[src/rtl/i2c_sched_pkg.sv]
// Shared types and constants for the I2C bus scheduler.
package i2c_sched_pkg;

    localparam int I2C_ADDR_W = 7;
    localparam int I2C_DATA_W = 8;

    typedef enum logic [1:0] {
        IDLE  = 2'd0,
        ISSUE = 2'd1,
        WAIT  = 2'd2,
        DONE  = 2'd3
    } sched_state_t;

endpackage

[src/rtl/rr_pick.sv]
// Combinational round-robin selector: first set req bit searching upward
// (with wrap) from last_grant+1.
module rr_pick #(
    parameter int NREQ = 4,
    parameter int IW   = $clog2(NREQ)
) (
    input  logic [NREQ-1:0] req,
    input  logic [IW-1:0]   last_grant,
    output logic [NREQ-1:0] winner,
    output logic [IW-1:0]   idx
);

    logic          found;
    logic [IW-1:0] cand;

    always_comb begin
        // NOTE: every output gets a default first so no path through the loop infers a latch.
        winner = '0;
        idx    = '0;
        found  = 1'b0;
        cand   = '0;
        for (int k = 1; k <= NREQ; k++) begin
            cand = IW'((int'(last_grant) + k) % NREQ);
            if (!found && req[cand]) begin
                found        = 1'b1;
                winner[cand] = 1'b1;
                idx          = cand;
            end
        end
    end

endmodule

[src/rtl/i2c_bus_scheduler.sv]
// Round-robin scheduler sharing one I2C master among NREQ requesters.
// Optional WAIT-state watchdog with m_abort: define I2C_SCHED_TIMEOUT_EN.
module i2c_bus_scheduler
    import i2c_sched_pkg::*;
#(
    parameter int NREQ           = 4,
    parameter int TIMEOUT_CYCLES = 100000,
    parameter int TW             = 17
) (
    input  logic                   clk,
    input  logic                   rst,
    input  logic [NREQ-1:0]        req,
    input  logic [NREQ-1:0]        req_rw,
    input  logic [NREQ*7-1:0]      req_addr,
    input  logic [NREQ*8-1:0]      req_reg,
    input  logic [NREQ*8-1:0]      req_wdata,
    output logic [NREQ-1:0]        grant,
    output logic [NREQ-1:0]        done,
    output logic [7:0]             rdata,
    output logic                   err,
    output logic                   sched_busy,
    output logic                   m_start,
    output logic                   m_rw,
    output logic [6:0]             m_addr,
    output logic [7:0]             m_reg,
    output logic [7:0]             m_wdata,
    output logic                   m_abort,
    input  logic                   m_busy,
    input  logic                   m_done,
    input  logic [7:0]             m_rdata,
    input  logic                   m_nack
);

    localparam int IW = $clog2(NREQ);

    sched_state_t    state;
    logic [IW-1:0]   last_grant;
    logic [IW-1:0]   owner;
    logic [NREQ-1:0] pick_onehot;
    logic [IW-1:0]   pick_idx;

    rr_pick #(.NREQ(NREQ), .IW(IW)) u_rr_pick (
        .req        (req),
        .last_grant (last_grant),
        .winner     (pick_onehot),
        .idx        (pick_idx)
    );

    assign sched_busy = (state != IDLE);

    // Present in the hierarchy only when TW is too narrow to reach TIMEOUT_CYCLES-1.
    if (TIMEOUT_CYCLES >= (1 << TW)) begin : g_tw_too_narrow
    end

`ifdef I2C_SCHED_TIMEOUT_EN
    logic [TW-1:0] wd_cnt;
`else
    assign m_abort = 1'b0;
`endif

    always_ff @(posedge clk or posedge rst) begin
        if (rst) begin
            state      <= IDLE;
            last_grant <= IW'(NREQ - 1);
            owner      <= '0;
            grant      <= '0;
            done       <= '0;
            rdata      <= '0;
            err        <= 1'b0;
            m_start    <= 1'b0;
            m_rw       <= 1'b0;
            m_addr     <= '0;
            m_reg      <= '0;
            m_wdata    <= '0;
`ifdef I2C_SCHED_TIMEOUT_EN
            m_abort    <= 1'b0;
            wd_cnt     <= '0;
`endif
        end else begin
            // NOTE: strobes default low here so each is a single-cycle pulse.
            done    <= '0;
            m_start <= 1'b0;
`ifdef I2C_SCHED_TIMEOUT_EN
            m_abort <= 1'b0;
`endif
            case (state)
                IDLE: begin
                    if (|req) begin
                        owner   <= pick_idx;
                        grant   <= pick_onehot;
                        m_rw    <= req_rw[pick_idx];
                        m_addr  <= req_addr[pick_idx*I2C_ADDR_W +: I2C_ADDR_W];
                        m_reg   <= req_reg[pick_idx*I2C_DATA_W +: I2C_DATA_W];
                        m_wdata <= req_wdata[pick_idx*I2C_DATA_W +: I2C_DATA_W];
                        state   <= ISSUE;
                    end
                end
                ISSUE: begin
                    if (!m_busy) begin
                        m_start <= 1'b1;
                        state   <= WAIT;
`ifdef I2C_SCHED_TIMEOUT_EN
                        wd_cnt  <= '0;
`endif
                    end
                end
                WAIT: begin
                    // m_done coincident with our own m_start belongs to an earlier transfer.
                    if (m_done && !m_start) begin
                        done[owner] <= 1'b1;
                        rdata       <= m_rdata;
                        err         <= m_nack;
                        state       <= DONE;
                    end
`ifdef I2C_SCHED_TIMEOUT_EN
                    else if (wd_cnt == TW'(TIMEOUT_CYCLES - 1)) begin
                        m_abort     <= 1'b1;
                        done[owner] <= 1'b1;
                        rdata       <= '0;
                        err         <= 1'b1;
                        state       <= DONE;
                    end else begin
                        wd_cnt <= wd_cnt + 1'b1;
                    end
`endif
                end
                DONE: begin
                    last_grant <= owner;
                    grant      <= '0;
                    rdata      <= '0;
                    err        <= 1'b0;
                    state      <= IDLE;
                end
                default: state <= IDLE;
            endcase
        end
    end

endmodule

[config.mk]
export PLATFORM = sky130hd
export DESIGN_NAME = i2c_bus_scheduler
export DESIGN_NICKNAME = d
export VERILOG_FILES = /design/src/rtl/i2c_sched_pkg.sv /design/src/rtl/rr_pick.sv /design/src/rtl/i2c_bus_scheduler.sv
export SDC_FILE = /design/constraint.sdc
export NUM_CORES = 1
export LEC_CHECK = 0
export CAP_MARGIN = 20
export CORE_MARGIN = 5
export CORE_UTILIZATION = 43
export DETAILED_ROUTE_END_ITERATION = 6
export PLACE_DENSITY = 0.81
export SLEW_MARGIN = 25
export SYNTH_ARGS = -nofsm -noshare
export SYNTH_HDL_FRONTEND = slang
export SYNTH_SLANG_ARGS = --single-unit
export TNS_END_PERCENT = 50
[constraint.sdc]
create_clock -name clk -period 3.5 [get_ports clk]
set_clock_uncertainty 0.15 [all_clocks]
set_input_delay 0.35 -clock clk [delete_from_list [all_inputs] [get_ports clk]]
set_output_delay 0.35 -clock clk [all_outputs]
set_load 0.02 [all_outputs]
==> results.yml <==
die:
  row_count: 33
  dieWidth_um: 102
  core_area_mm2: 0.00822
  fp.dieH_um: 102
  dieArea_mm2: 0.0104
  io-pin-count: 157
  start_util: 0.441
sta:
  maxSlewViolCount: 0
  period_share: 0.869
  max_freq_ghz: 0.329
  period_needed_ns: 3.04
  hold_violations: 0
  rsz0062_at_grt: "no"
  tightestPinTransition_ns: 0.849
  setup_slack_ns: 0.457
  max-slew-margin-rel: 0.434
  setup_viol: 0
  fin_hold_ws_ns: 0.335
  setup-tns-final_ns: 0
clock_network:
  path_clk_slew_ns: 0.10
  cts_root_buf: "clkbuf_8"
  cts_tree: "done"
  post_cts_buffers: 0
  cts.hold.buffers_added: 0
  cts_made_buffers: 5
  cts_htree_levels: 2
  clock_sinks: 48
  insertion_delay_ns: 0.31
  cts_max_path_buffers: 2
placement:
  gp_congestion: 0.854
  port_buffers: 155
  dpl.hpwl_um: 8970
  post-place-ws_ns: 0.146
  placed_cells: 619
layout:
  utilization: 0.665
  drive_gt1_frac: 0.0862
  instances_no_fill: 627
  mostFrequentLayoutCell: "clkdlybuf4s50_1"
  final_nets: 647
  diodes: 0
  area_delta_synth_final_pct: 50.7
  final_cell_mix: "clkdlybuf4s50_1, mux2i_1, dfrtp_1, nand2_1, inv_1"
routing:
  wl_um: 12200
  ant_nets: 0
  vias: 3748
  drtIter0Drc: 247
  drc: 0
  drt_pass1_iterations: 5
  avgRoutedWirePerCell_um: 19.5
  avgViaCountPerCell: 5.98
global_routing:
  antenna_found_initial: 0
  grt.total_usage: 0.233
  grt_max_degree: 49
  first_global_vias: 3896
  overflow: 0
  grt_pass1_wl_um: 19400
logic_synthesis:
  netlist_instances: 376
  synth_ff_type: "dfrtp_1"
  yosysWarnings: 0
  synth_area_mm2: 0.00363
  synthesis.nets: 502
  synth-edff-count: 0
  async_flop_share: 1.00
  seq_area_frac_synth: 0.332
  synth_area_per_cell_um2: 9.65
  synth.distinct_cells: 44
  synth-seq-cells: 48
setup_path:
  crit_arrival_ns: 3.12
  crit_required_ns: 3.58
  critPathLaunchType: "flop"
  critPathMaxFanout: 15
  crit_type: "flop to flop"
  end_kind: "flop"
worst_hold_path:
  min_path_type: "primary input to async pin"
pwr:
  p_leak_uw: 0.00230
  powerDensity_mw_per_mm2: 837
  peakVddDrop_mv: 0.440
outcome:
  outcome: "complete, no violations"
flow_run:
  maxCapViolCount: 0
## critical path, cell delays in order (launching register included)
cell and delay, ns:
dfstp_2 0.73, inv_1 0.12, ha_1 0.39, buf_4 0.19
o211ai_1 0.25, nand2_1 0.38, buf_4 0.33, o311a_1 0.34
o221ai_1 0.07
## routing by layer
| metal | GRT usage | vias to the layer above | part of all wire |
|---|---|---|---|
| li1 | - | 1737 | - |
| met1 | 0.286 | 1806 | 0.38 |
| met2 | 0.399 | 192 | 0.50 |
| met3 | 0.0717 | 13 | 0.10 |
| met4 | 0.0626 | 0 | 0.011 |
| met5 | 0 | - | 0 |
## final timing paths
path                          startpoint         to  slack [ns]  cells past startpoint
min in group clk                rdata[3]   rdata[3]        0.34                      2
max reg2reg                last_grant[0]  m_addr[4]        0.46                      8
max in group asynchronous            rst  m_addr[3]        2.35                      2
max                        last_grant[0]  m_addr[4]        0.46                      8
min reg2reg                     rdata[3]   rdata[3]        0.34                      2
min                                  rst   rdata[2]        0.33                      2
## repair_timing
| item | CTS | global route |
|---|---|---|
| hold endpoints to repair | 0 | 0 |
| resized for setup | 0 | 1 |
| setup endpoints to repair | 0 | 24 |
## area by class of cell
type	instances	area, um2
repair buffers	169	1680
well taps	105	131
flip-flops and latches	48	1200
multi-input cells	266	2200
fillers	647	2750
inverters	31	118
clock inverters	3	68.8
clock buffers	5	68.8
## cell usage after synthesis (all sizes together), types with 2 or more instances
cell,number,area share
and2,4,0.0069
or2,2,0.0035
ha,13,0.045
o221ai,24,0.058
nand2b,10,0.017
a21oi,5,0.0069
o21ai,15,0.021
o21a,2,0.0041
nand2,44,0.046
o2111ai,24,0.058
a22o,4,0.0097
mux4,2,0.012
mux2,8,0.025
buf,14,0.027
inv,31,0.032
a221o,4,0.011
o311a,24,0.066
nor2,7,0.0072
nor4,2,0.0034
dfstp,2,0.014
nor2b,2,0.0034
mux2i,51,0.14
clkbuf,17,0.018
nand3b,2,0.0041
dfrtp,46,0.32
nand3,2,0.0028
## kinds of logic after synthesis
kind of cell,synth area share
AO/OA/AOI/OAI,0.259
adder cells (fa/ha/maj),0.0448
other,0.00103
multiplexers,0.178
AND/OR/NAND/NOR,0.109
buffers and inverters,0.0769
flip-flops,0.332
## power by group
part	switching [uW]	internal, uW	total, uW
Clock	210	288	498
Sequential	191	814	1010
Combinational	1650	1430	3080
Total	2050	2530	4580
## through the flow
stage                     total power (uW)  instance area (um2)
after floorplan                       2950                 3630
after global routing                  4860                 5470
after global placement                3980                 5330
after CTS                             4580                 5460
after detailed placement              4070                 5330
final                                 4580                 5470
No activity file was read; power rests on OpenSTA's default activity.
